**src/rtl/rv32_pkg.sv**
```systemverilog
// Shared RV32I decode constants: opcodes, control-vector bit positions and ALU-op encodings.
package rv32_pkg;

    localparam logic [6:0] OP_LUI    = 7'b0110111;
    localparam logic [6:0] OP_AUIPC  = 7'b0010111;
    localparam logic [6:0] OP_JAL    = 7'b1101111;
    localparam logic [6:0] OP_JALR   = 7'b1100111;
    localparam logic [6:0] OP_BRANCH = 7'b1100011;
    localparam logic [6:0] OP_LOAD   = 7'b0000011;
    localparam logic [6:0] OP_STORE  = 7'b0100011;
    localparam logic [6:0] OP_IMM    = 7'b0010011;
    localparam logic [6:0] OP_REG    = 7'b0110011;

    localparam int unsigned CTRL_W          = 9;
    localparam int unsigned CTRL_ALU_SRC    = 8;
    localparam int unsigned CTRL_ALU_OP_HI  = 7;
    localparam int unsigned CTRL_ALU_OP_LO  = 6;
    localparam int unsigned CTRL_BRANCH     = 5;
    localparam int unsigned CTRL_JUMP       = 4;
    localparam int unsigned CTRL_MEM_READ   = 3;
    localparam int unsigned CTRL_MEM_WRITE  = 2;
    localparam int unsigned CTRL_MEM_TO_REG = 1;
    localparam int unsigned CTRL_REG_WRITE  = 0;

    localparam logic [1:0] ALU_OP_ADD    = 2'b00;
    localparam logic [1:0] ALU_OP_BRANCH = 2'b01;
    localparam logic [1:0] ALU_OP_REG    = 2'b10;
    localparam logic [1:0] ALU_OP_IMM    = 2'b11;

endpackage

```
**src/rtl/rv_decoder.sv**
```systemverilog
// Opcode-only main decoder: control vector, illegal flag and source-register usage.
module rv_decoder
    import rv32_pkg::*;
(
    input  logic [6:0]        opcode_i,
    output logic [CTRL_W-1:0] ctrl_o,
    output logic              illegal_o,
    output logic              rs1_used_o,
    output logic              rs2_used_o
);

    always_comb begin
        ctrl_o     = '0;
        illegal_o  = 1'b0;
        rs1_used_o = 1'b1;
        rs2_used_o = 1'b0;
        case (opcode_i)
            OP_LUI, OP_AUIPC: begin
                ctrl_o[CTRL_ALU_SRC]   = 1'b1;
                ctrl_o[CTRL_REG_WRITE] = 1'b1;
                rs1_used_o             = 1'b0;
            end
            OP_JAL: begin
                ctrl_o[CTRL_JUMP]      = 1'b1;
                ctrl_o[CTRL_REG_WRITE] = 1'b1;
                rs1_used_o             = 1'b0;
            end
            OP_JALR: begin
                ctrl_o[CTRL_ALU_SRC]   = 1'b1;
                ctrl_o[CTRL_JUMP]      = 1'b1;
                ctrl_o[CTRL_REG_WRITE] = 1'b1;
            end
            OP_BRANCH: begin
                ctrl_o[CTRL_ALU_OP_HI:CTRL_ALU_OP_LO] = ALU_OP_BRANCH;
                ctrl_o[CTRL_BRANCH]                   = 1'b1;
                rs2_used_o                            = 1'b1;
            end
            OP_LOAD: begin
                ctrl_o[CTRL_ALU_SRC]    = 1'b1;
                ctrl_o[CTRL_MEM_READ]   = 1'b1;
                ctrl_o[CTRL_MEM_TO_REG] = 1'b1;
                ctrl_o[CTRL_REG_WRITE]  = 1'b1;
            end
            OP_STORE: begin
                ctrl_o[CTRL_ALU_SRC]   = 1'b1;
                ctrl_o[CTRL_MEM_WRITE] = 1'b1;
                rs2_used_o             = 1'b1;
            end
            OP_IMM: begin
                ctrl_o[CTRL_ALU_SRC]                  = 1'b1;
                ctrl_o[CTRL_ALU_OP_HI:CTRL_ALU_OP_LO] = ALU_OP_IMM;
                ctrl_o[CTRL_REG_WRITE]                = 1'b1;
            end
            OP_REG: begin
                ctrl_o[CTRL_ALU_OP_HI:CTRL_ALU_OP_LO] = ALU_OP_REG;
                ctrl_o[CTRL_REG_WRITE]                = 1'b1;
                rs2_used_o                            = 1'b1;
            end
            default: illegal_o = 1'b1;
        endcase
    end

endmodule

```
**src/rtl/id_stage_hs.sv**
```systemverilog
// RV32I decode stage with valid/ready handshake, WB bypass, load-use bubble and flush.
module id_stage_hs
    import rv32_pkg::*;
#(
    parameter int unsigned XLEN            = 32,
    parameter bit          CLEAR_ON_BUBBLE = 1'b1,
    parameter bit          HAZARD_EN       = 1'b1
) (
    input  logic              clk,
    input  logic              reset_n,
    input  logic              if_valid,
    output logic              if_ready,
    input  logic [XLEN-1:0]   if_pc,
    input  logic [31:0]       if_instr,
    input  logic              flush,
    output logic [4:0]        rf_raddr1,
    output logic [4:0]        rf_raddr2,
    input  logic [XLEN-1:0]   rf_rdata1,
    input  logic [XLEN-1:0]   rf_rdata2,
    input  logic              wb_we,
    input  logic [4:0]        wb_rd,
    input  logic [XLEN-1:0]   wb_data,
    input  logic              ex_ready,
    output logic              id_valid,
    output logic [XLEN-1:0]   id_pc,
    output logic [XLEN-1:0]   id_rs1_data,
    output logic [XLEN-1:0]   id_rs2_data,
    output logic [XLEN-1:0]   id_imm,
    output logic [4:0]        id_rs1,
    output logic [4:0]        id_rs2,
    output logic [4:0]        id_rd,
    output logic [2:0]        id_funct3,
    output logic [6:0]        id_funct7,
    output logic [CTRL_W-1:0] id_ctrl,
    output logic              id_illegal,
    output logic              load_use_stall
);

    logic [6:0] opcode;
    logic [4:0] rs1, rs2;
    assign opcode    = if_instr[6:0];
    assign rs1       = if_instr[19:15];
    assign rs2       = if_instr[24:20];
    assign rf_raddr1 = rs1;
    assign rf_raddr2 = rs2;

    logic [CTRL_W-1:0] dec_ctrl;
    logic              dec_illegal, rs1_used, rs2_used;

    rv_decoder u_decoder (
        .opcode_i   (opcode),
        .ctrl_o     (dec_ctrl),
        .illegal_o  (dec_illegal),
        .rs1_used_o (rs1_used),
        .rs2_used_o (rs2_used)
    );

    // Built as a signed 32-bit value so the cast to XLEN sign-extends.
    logic signed [31:0] imm32;
    always_comb begin
        imm32 = '0;
        case (opcode)
            OP_JALR, OP_LOAD, OP_IMM: imm32 = {{20{if_instr[31]}}, if_instr[31:20]};
            OP_STORE:  imm32 = {{20{if_instr[31]}}, if_instr[31:25], if_instr[11:7]};
            OP_BRANCH: imm32 = {{20{if_instr[31]}}, if_instr[7], if_instr[30:25],
                                if_instr[11:8], 1'b0};
            OP_LUI, OP_AUIPC: imm32 = {if_instr[31:12], 12'b0};
            OP_JAL:    imm32 = {{12{if_instr[31]}}, if_instr[19:12], if_instr[20],
                                if_instr[30:21], 1'b0};
            default:   imm32 = '0;
        endcase
    end

    logic [XLEN-1:0] rs1_fwd, rs2_fwd;
    assign rs1_fwd = (rs1 == 5'd0) ? '0 : (wb_we && wb_rd == rs1) ? wb_data : rf_rdata1;
    assign rs2_fwd = (rs2 == 5'd0) ? '0 : (wb_we && wb_rd == rs2) ? wb_data : rf_rdata2;

    logic              valid_q, valid_d, illegal_q, illegal_d;
    logic [XLEN-1:0]   pc_q, pc_d, rs1_data_q, rs1_data_d, rs2_data_q, rs2_data_d, imm_q, imm_d;
    logic [4:0]        rs1_q, rs1_d, rs2_q, rs2_d, rd_q, rd_d;
    logic [2:0]        funct3_q, funct3_d;
    logic [6:0]        funct7_q, funct7_d;
    logic [CTRL_W-1:0] ctrl_q, ctrl_d;

    logic advance, hazard, bubble;
    assign advance = !valid_q || ex_ready;
    assign hazard  = HAZARD_EN && if_valid && valid_q && ctrl_q[CTRL_MEM_READ] && rd_q != 5'd0
                     && ((rd_q == rs1 && rs1_used) || (rd_q == rs2 && rs2_used));
    assign load_use_stall = hazard && !flush;
    assign if_ready       = flush || (advance && !hazard);
    // Flush beats backpressure; an idle advance is treated like a bubble.
    assign bubble = flush || (advance && (hazard || !if_valid));

    always_comb begin
        valid_d    = valid_q;
        pc_d       = pc_q;
        rs1_data_d = rs1_data_q;
        rs2_data_d = rs2_data_q;
        imm_d      = imm_q;
        rs1_d      = rs1_q;
        rs2_d      = rs2_q;
        rd_d       = rd_q;
        funct3_d   = funct3_q;
        funct7_d   = funct7_q;
        ctrl_d     = ctrl_q;
        illegal_d  = illegal_q;
        if (bubble) begin
            valid_d = 1'b0;
            ctrl_d  = '0;
            if (CLEAR_ON_BUBBLE) begin
                pc_d       = '0;
                rs1_data_d = '0;
                rs2_data_d = '0;
                imm_d      = '0;
                rs1_d      = '0;
                rs2_d      = '0;
                rd_d       = '0;
                funct3_d   = '0;
                funct7_d   = '0;
                illegal_d  = 1'b0;
            end
        end else if (advance) begin
            valid_d    = 1'b1;
            pc_d       = if_pc;
            rs1_data_d = rs1_fwd;
            rs2_data_d = rs2_fwd;
            imm_d      = XLEN'(imm32);
            rs1_d      = rs1;
            rs2_d      = rs2;
            rd_d       = if_instr[11:7];
            funct3_d   = if_instr[14:12];
            funct7_d   = if_instr[31:25];
            ctrl_d     = dec_ctrl;
            illegal_d  = dec_illegal;
        end
    end

    always_ff @(posedge clk or negedge reset_n) begin
        if (!reset_n) begin
            valid_q    <= 1'b0;
            pc_q       <= '0;
            rs1_data_q <= '0;
            rs2_data_q <= '0;
            imm_q      <= '0;
            rs1_q      <= '0;
            rs2_q      <= '0;
            rd_q       <= '0;
            funct3_q   <= '0;
            funct7_q   <= '0;
            ctrl_q     <= '0;
            illegal_q  <= 1'b0;
        end else begin
            valid_q    <= valid_d;
            pc_q       <= pc_d;
            rs1_data_q <= rs1_data_d;
            rs2_data_q <= rs2_data_d;
            imm_q      <= imm_d;
            rs1_q      <= rs1_d;
            rs2_q      <= rs2_d;
            rd_q       <= rd_d;
            funct3_q   <= funct3_d;
            funct7_q   <= funct7_d;
            ctrl_q     <= ctrl_d;
            illegal_q  <= illegal_d;
        end
    end

    assign id_valid    = valid_q;
    assign id_pc       = pc_q;
    assign id_rs1_data = rs1_data_q;
    assign id_rs2_data = rs2_data_q;
    assign id_imm      = imm_q;
    assign id_rs1      = rs1_q;
    assign id_rs2      = rs2_q;
    assign id_rd       = rd_q;
    assign id_funct3   = funct3_q;
    assign id_funct7   = funct7_q;
    assign id_ctrl     = ctrl_q;
    assign id_illegal  = illegal_q;

endmodule

```
**config.mk**
```make
export PLATFORM = sky130hd
export DESIGN_NAME = id_stage_hs
export DESIGN_NICKNAME = d
export VERILOG_FILES = /design/src/rtl/rv32_pkg.sv /design/src/rtl/rv_decoder.sv /design/src/rtl/id_stage_hs.sv
export SDC_FILE = /design/constraint.sdc
export NUM_CORES = 1
export LEC_CHECK = 0
export BUFFER_PORTS_ARGS = -buffer_cell sky130_fd_sc_hd__buf_4
export CORE_AREA = 4 4 134 136
export DETAILED_ROUTE_END_ITERATION = 12
export DIE_AREA = 0 0 138 140
export PLACE_DENSITY = 0.84
export SYNTH_ARGS = -nofsm -noshare
export SYNTH_HDL_FRONTEND = slang
export SYNTH_HIERARCHICAL = 1
export SYNTH_SLANG_ARGS = --single-unit
```
**constraint.sdc**
```tcl
create_clock -name clk -period 3.9 [get_ports clk]
set_clock_uncertainty 0.2 [all_clocks]
set_input_delay 0.39 -clock clk [delete_from_list [all_inputs] [get_ports clk]]
set_output_delay 0.39 -clock clk [all_outputs]
set_load 0.005 [all_outputs]
```
==> reports/metrics.cfg <==
[run_status]
outcome=finished, final reports clean

[setup_path]
cp.arrival_ns=2.35
max_stage_delay_ns=0.44
cp.required_ns=3.31
end_kind=primary output
crit_type=flip-flop to primary output
worstSetupStartpointType=flip-flop
cp_slowest_cell=dfrtp_1
cp_num_buf_inv=1
path_max_fanout=5
cp_top_family=simple AND/OR/NAND/NOR gates
cp_cell_sequence=xor2_1 > nor4_1 > a32oi_1 > or2_2 > a21o_1 > buf_4

[sta]
timing.fmax_mhz=340
hold_viol_final=0
period_needed_ns=2.94
worst_pin_slew_ns=0.974
setup_violations=0
fin_tns_setup_ns=0
slew_headroom=0.349
hold_slack_ns=0.0148
rsz0062_at_grt=false
maxSlewViolCount=0
fin_crit_sh=0.754

[synth]
yosys-top-cells-count=dfrtp_1, nand2_1, o31ai_1
syn-mean-instance-area_sq_um=11.4
synth_seq_cells=164
post-synth-top-area-cell=dfrtp_1
syn_area_sq_mm=0.00773
synth_top_family_by_area=compound AO/OA/AOI/OAI gates
synth_fa_ha_area_frac=0
synth_edf_count=0
yosys.area_share.xor_xnor=0.0227
synth_top_area_frac=0.531
synth_fp_nets=850
synth_area_leaders=dfrtp_1, mux2i_1, o31ai_1
netlist_instances=679
synth_mux_area_frac=0.0842
synth_seq_area_share=0.531
synth-simple-area-share=0.0848
synth_ff_type=dfrtp_1
synthArstFlopShare=1.00
synth_compound_area_frac=0.216
yosysMostFrequentCell=dfrtp_1
yosys_warnings=6
yosysUniqueCellTypes=50

[clock_network]
cts_tree=built
post_cts_resized=0
cts_buffer_depth=2
cts_sinks=164
numCtsBuffers=17
clkLatencyLatePin_ns=0.42
htreeDepth=4
path_clk_slew_ns=0.07
clock-root-buffer=clkbuf_16
cts_setup_buffers=0

[die]
io_pins=347
dieArea_sq_mm=0.0193
fp-row-count=48
die_w_um=138
start_util=0.456
die_h_um=140
core_region_area_sq_mm=0.0169

[route]
wire_per_inst_um=21.1
ant_nets=0
num_vias=7092
drt_first_pass_iters=5
drcViolationCount=0
viasPerCell=5.58
drtIter0Drc=379
wirelength_um=26800

[final_layout]
areaGrowthSynthToFinish_pct=46.7
post-route-util=0.669
fin_cells=1271
finalNetCount=1202
final_layout_size_suffix_gt1_frac=0.398

[hold_path]
hold_class=input pin to flip-flop

[placement]
dp_cells=1196
gp_congestion=0.846
hpwl_um=18300
portBuffers=346

[global_route]
grt_max_degree=152
grt_overflow=0
grt.total_usage=0.270
grt_pass1_wl_um=41600
grt_pass1_vias=7225
grt_antenna_before_repair=2

[power]
power_density_mw_per_mm2=353
p_leak_nw=5.41
vdd_drop_max_v=0.000281

[run]
maxCapViolCount=0

[power by group]
group / internal [mW] / switching (mW) / total (mW) / leakage, nW
sequential: 1.76 / 0.0392 / 1.80 / 2.23
clock: 0.925 / 0.714 / 1.64 / 0.286
combinational: 0.299 / 0.266 / 0.565 / 2.89
[final timing paths]
kind | start | to | slack [ns] | depth (start not counted)
worst max-delay path | id_rd[3]$_DFFE_PN0P_ | if_ready | 0.96 | 6
worst min-delay path | if_instr[27] | id_funct7[2]$_DFFE_PN0P_ | 0.01 | 2
worst max register to register | id_rd[3]$_DFFE_PN0P_ | id_rs2_data[31]$_DFFE_PN0P_ | 1.25 | 6
worst min register to register | id_imm[3]$_DFFE_PN0P_ | id_imm[3]$_DFFE_PN0P_ | 0.28 | 2
max in group asynchronous | reset_n | id_ctrl[4]$_DFFE_PN0P_ | 2.25 | 3
min in group asynchronous | reset_n | id_rs1_data[13]$_DFFE_PN0P_ | 0.36 | 2
[worst reg2reg max path: cells and delay by family (launching register included)]
family | cells | cell delay, ns
DFF | 1 | 0.44
and+or+nand+nor | 1 | 0.36
xor gates and xnor gates | 1 | 0.19
buffers and inverters | 1 | 0.31
AOI/OAI and AO/OA | 3 | 1.00
[placed cells by master (no fill, tap or decap), types with 16 or more instances in the layout]
master and n:
xor2_1 16, a22o_1 66, dfrtp_1 164, nand2_1 95, mux2i_1 65, a21oi_1 26
o31ai_1 79, clkbuf_16 17, buf_4 355, dlygate4sd3_1 41
[cells by family after synthesis]
logic type | count (synthesis)
AOI/OAI and AO/OA | 213
DFF | 164
and+or+nand+nor | 143
buffers and inverters | 74
muxes | 65
xor gates and xnor gates | 20
[cell type report]
type                    count  area [sq um]
fillers                  1257          5600
clock inverters            12           119
inverters                   5          18.8
flip-flops and latches    164          4100
multi-input cells         441          3170
diodes                      2          5.00
well taps                 225           282
clock buffers              20           457
repair buffers            402          3190
[registers in the layout, summed over array words and instances, names as in the netlist]
register     cells
id_rs2_data     32
id_valid         1
id_rs2           5
id_ctrl          9
id_funct3        3
id_pc           32
id_rs1_data     32
id_rs1           5
id_imm          32
id_rd            5
id_illegal       1
id_funct7        7
[routing by layer]
metal  wire length [um]  global-route usage  up-vias
met5                  0                   0        -
met4                682              0.0848        0
met3               2300              0.0772       44
met2              13500               0.458      356
li1                   -                   -     3220
met1              10400               0.337     3472
[timing repair]
item | in CTS | in global routing
endpoints found under the setup margin | 0 | 0
hold buffers | 41 | 0
endpoints found under the hold margin | 113 | 0
[metrics by stage]
step                      power (mW)  worst slack, ns  area (sq um)
after global placement          2.35             1.02         10300
after floorplan                 2.02             1.50          7730
final                           4.00            0.958         11300
after global routing            4.15            0.811         11300
after detailed placement        2.36            0.977         10300
after CTS                       4.02            0.956         11300
No activity file was read; power rests on OpenSTA's default activity.
